`config.mk`:
```
export PLATFORM = sky130hd
export DESIGN_NAME = fifo_write_arbiter
export DESIGN_NICKNAME = d
export VERILOG_FILES = /design/src/rtl/fifo_write_arbiter.sv
export SDC_FILE = /design/constraint.sdc
export NUM_CORES = 1
export LEC_CHECK = 0
export ABC_AREA = 0
export BUFFER_PORTS_ARGS = -buffer_cell sky130_fd_sc_hd__buf_2
export CORE_MARGIN = 3
export CORE_UTILIZATION = 53
export DETAILED_ROUTE_END_ITERATION = 16
export PLACE_DENSITY = 0.95
export SLEW_MARGIN = 20
export SYNTH_ARGS = -nofsm -noshare
export SYNTH_HDL_FRONTEND = slang
export SYNTH_SLANG_ARGS = --single-unit
```
`constraint.sdc`:
```
create_clock -name clk -period 5 [get_ports clk]
set_input_delay 0.25 -clock clk [delete_from_list [all_inputs] [get_ports clk]]
set_output_delay 0.25 -clock clk [all_outputs]
set_load 0.02 [all_outputs]
```
`src/rtl/fifo_write_arbiter.sv`:
```
// Round-robin write-port arbiter for a single-port FIFO. Bursts are bounded
// to MAX_BURST beats per grant, and handover between owners costs no idle cycle.
module fifo_write_arbiter #(
  parameter int N_REQ     = 4,
  parameter int DW        = 8,
  parameter int MAX_BURST = 4
) (
  input  logic                clk,
  input  logic                rst_n,
  input  logic                arb_en,
  input  logic [N_REQ-1:0]    req_valid,
  input  logic [N_REQ*DW-1:0] req_data,
  output logic [N_REQ-1:0]    req_ready,
  input  logic                fifo_full,
  output logic                fifo_w_en,
  output logic [DW-1:0]       fifo_data,
  output logic [N_REQ-1:0]    grant,
  output logic [3:0]          beat_cnt,
  output logic                busy
);

  localparam int PW = (N_REQ > 1) ? $clog2(N_REQ) : 1;

  typedef enum logic {IDLE, OWN} state_t;

  state_t           state, state_nxt;
  logic [N_REQ-1:0] grant_nxt;
  logic [PW-1:0]    rr_ptr, rr_ptr_nxt;
  logic [3:0]       beat_nxt;
  logic             owner_vld;
  logic             xfer;
  logic             last_beat;

  function automatic logic [PW-1:0] ptr_inc(input logic [PW-1:0] p);
    if (int'(p) >= N_REQ - 1) return '0;
    return p + 1'b1;
  endfunction

  // One-hot of the first valid requester at or after start, wrapping around.
  function automatic logic [N_REQ-1:0] rr_select(input logic [N_REQ-1:0] v,
                                                 input logic [PW-1:0]    start);
    logic [N_REQ-1:0] oh;
    int               idx;
    oh = '0;
    for (int k = N_REQ - 1; k >= 0; k--) begin
      idx = int'(start) + k;
      if (idx >= N_REQ) idx = idx - N_REQ;
      if (v[idx]) begin
        oh      = '0;
        oh[idx] = 1'b1;
      end
    end
    return oh;
  endfunction

  function automatic logic [PW-1:0] oh_index(input logic [N_REQ-1:0] oh);
    logic [PW-1:0] ix;
    ix = '0;
    for (int i = 0; i < N_REQ; i++) begin
      if (oh[i]) ix = PW'(i);
    end
    return ix;
  endfunction

  assign owner_vld = |(grant & req_valid);
  assign xfer      = owner_vld & ~fifo_full;
  assign last_beat = xfer && (beat_cnt + 4'd1 == 4'(MAX_BURST));

  assign req_ready = grant & {N_REQ{~fifo_full}};
  assign fifo_w_en = xfer;
  assign busy      = (state == OWN);

  always_comb begin
    fifo_data = '0;
    for (int i = 0; i < N_REQ; i++) begin
      if (grant[i]) fifo_data = fifo_data | req_data[i*DW +: DW];
    end
  end

  always_comb begin
    state_nxt  = state;
    grant_nxt  = grant;
    rr_ptr_nxt = rr_ptr;
    beat_nxt   = beat_cnt;
    case (state)
      IDLE: begin
        if (arb_en && |req_valid) begin
          state_nxt = OWN;
          grant_nxt = rr_select(req_valid, rr_ptr);
          beat_nxt  = '0;
        end
      end
      OWN: begin
        if (xfer) beat_nxt = beat_cnt + 4'd1;
        // Release on a full burst or on the owner dropping valid (even while full).
        if (!owner_vld || last_beat) begin
          rr_ptr_nxt = ptr_inc(oh_index(grant));
          beat_nxt   = '0;
          if (arb_en && |req_valid) begin
            grant_nxt = rr_select(req_valid, rr_ptr_nxt);
          end else begin
            state_nxt = IDLE;
            grant_nxt = '0;
          end
        end
      end
      default: begin
        state_nxt = IDLE;
        grant_nxt = '0;
      end
    endcase
  end

  always_ff @(posedge clk or negedge rst_n) begin
    if (!rst_n) begin
      state    <= IDLE;
      grant    <= '0;
      rr_ptr   <= '0;
      beat_cnt <= '0;
    end else begin
      state    <= state_nxt;
      grant    <= grant_nxt;
      rr_ptr   <= rr_ptr_nxt;
      beat_cnt <= beat_nxt;
    end
  end

endmodule

```
==> flow_summary.toml <==
[clock_network]
cts_setup_buffers = 0
clk_path_buf_depth = 2
clock-sinks = 11
cts_resized = 0
cts_made_buffers = 3
path_clk_slew_ps = 80
cts_root_buf = "clkbuf_4"
cts_tree = "done"
h-tree-depth = 1
clk_latency_ps = 280

[timing]
fin_crit_sh = 0.6672
setup_viol = 0
worstMarginPinSlew_ps = 829.8
max_clock_freq_mhz = 299.8
fin_skew_ps = 7.805
slew_headroom = 0.4396
hold_viol = 0
drv_slew = 0
min_period_ps = 3336
final.setup.tns_ps = 0
rsz0062_at_grt = "false"

[die]
start_util = 0.5619
ios = 62
die_h_um = 60.30
row_count = 19
core_um2 = 2781
dieArea_um2 = 3636
die_x_um = 60.30

[place]
port-buffer-count = 61
gp_congestion = 0.9260
hpwl_um = 3297

[drt]
drt-pass1-iter-count = 4
via_per_inst = 6.414
wl_per_cell_um = 16.62
ant_nets = 0
drt_wl_total_um = 4339
vias = 1674
drcViolationCount = 0
drtIter0Drc = 123

[finish]
area_growth_pct = 20.90
multi_input_area_um2 = 1200
final_cell_mix = "61 x buf_2, 19 x a22oi_1, 15 x ha_1"
fin_nets = 286
layout_commonest_cell = "buf_2"
n_fill_cell = 207
final_util = 0.6793
layout-drive-gt1-share = 0.3565
antenna_cells = 0
seq_area_um2 = 275.3

[global_routing]
met2_usage = 0.4136
use_met1 = 0.2925
track_usage = 0.2363
grt_antenna_before_repair = 0
grt_pass1_wl_um = 6561
busiest_layer = "met2"
grtUsageMet3 = 0.04752
overflow = 0
grt_max_degree = 24
grt_pass1_vias = 1486

[power]
irDropWorstVdd_mv = 0.3289
powerDensity_nw_per_um2 = 534.0
leakage_nw = 0.9398

[job]
max_cap_viol_count = 0

[synth]
seq_area_frac_synth = 0.1761
netlist_area_um2 = 1563
synth_top_area_share = 0.1761
async_flop_share = 1.000
synth_cell_types = 51
ys_seq_elements = 11
synth_edf_count = 0
synth.area.top_cells = "dfrtp_1 18%, ha_1 12%, a22oi_1 9.1%"
syn_avg_cell_area_um2 = 8.829
ys.flop_type = "dfrtp_1"
syn_inst = 177
yosys_warnings = 0
synth_top_area_cell = "dfrtp_1"
syn_nets = 232

[worst_setup_path]
cp.required_ps = 5160
path_max_fanout = 23
cp-end-kind = "register"
critPathKind = "reg2reg"
worstPathArrival_ps = 3500
startpoint_type = "register"

[worst_hold_path]
hold_path_class = "in2reg"

[outcome]
status = "completed"
-- per-layer routing --
metal,vias to the layer above,share of wire
li1,803,-
met1,770,0.39
met2,95,0.49
met3,6,0.11
met4,0,0.011
met5,-,0
-- synth_stat cells, types with 4 or more instances --
cell	number
a21oi_1	4
inv_1	9
nand2b_1	5
buf_2	4
a221o_1	4
mux2_2	4
nor2b_1	9
mux4_2	5
ha_1	15
clkbuf_1	9
nand2_1	14
nor2_1	6
o211ai_1	4
mux2i_1	5
dfrtp_1	11
a22oi_1	19
o21ai_0	6
-- worst max-delay path, cell delays in order (launching register included) --
cell       delay (ps)
dfrtp_1           620
nor2_1            550
inv_1             130
ha_1              440
nand2b_1          180
a211oi_1          530
nor3_1            140
a2111oi_1         490
o311ai_1          120
-- power by group --
part	leakage [nW]	total (mW)	switching [mW]	internal [mW]
Combinational	0.781	0.752	0.412	0.340
Sequential	0.144	0.192	0.0803	0.112
Clock	0.0150	0.0646	0.0336	0.0310
Total	0.940	1.01	0.526	0.483
-- metrics by stage --
stage	instance area [µm²]	hold WS (ps)	setup WS (ps)	std cells	total power, mW
after floorplan	1563	-45.59	2149	177	0.7603
after global placement	1853	134.5	1894	256	0.9138
after detailed placement	1853	133.7	1766	256	0.9337
after CTS	1889	269.8	1766	261	1.001
after global routing	1889	284.9	1450	261	1.094
final	1889	276.9	1664	261	1.009
-- area by class of cell --
cell class	count	area share
clock buffers	4	0.01391
inverters	9	0.01788
multi-input cells	144	0.6351
flip-flops and latches	11	0.1457
well taps	31	0.02053
repair buffers	62	0.1669
-- path summary, 6_finish.rpt --
path                              from          end  slack [ps]  cells after the start
max in group asynchronous        rst_n  beat_cnt[0]        4400                      2
min reg2reg                beat_cnt[3]  beat_cnt[3]         500                      1
max reg2reg                   grant[3]     grant[3]        1660                      8
min in group asynchronous        rst_n     grant[1]         390                      2
min                          fifo_full  beat_cnt[2]         280                      2
max                           grant[3]     grant[3]        1660                      8
-- state kept, by name (all words and copies together) (netlist names) --
| signal | flops |
|---|---|
| beat_cnt | 4 |
| busy | 1 |
| grant | 4 |
| rr_ptr | 2 |
-- cells by family after synthesis --
family / after synthesis / synth area share
fa+ha+maj: 15 / 0.1201
buf+inv: 22 / 0.05604
simple gates: 50 / 0.1810
mux: 14 / 0.1329
flops: 11 / 0.1761
compound gates: 65 / 0.3339
-- what timing repair did --
action                     CTS  global route
hold buffers                 1             0
hold endpoints to repair    11             0
setup endpoints to repair    0             0
Note: power is estimated with default switching activity, not from simulation.
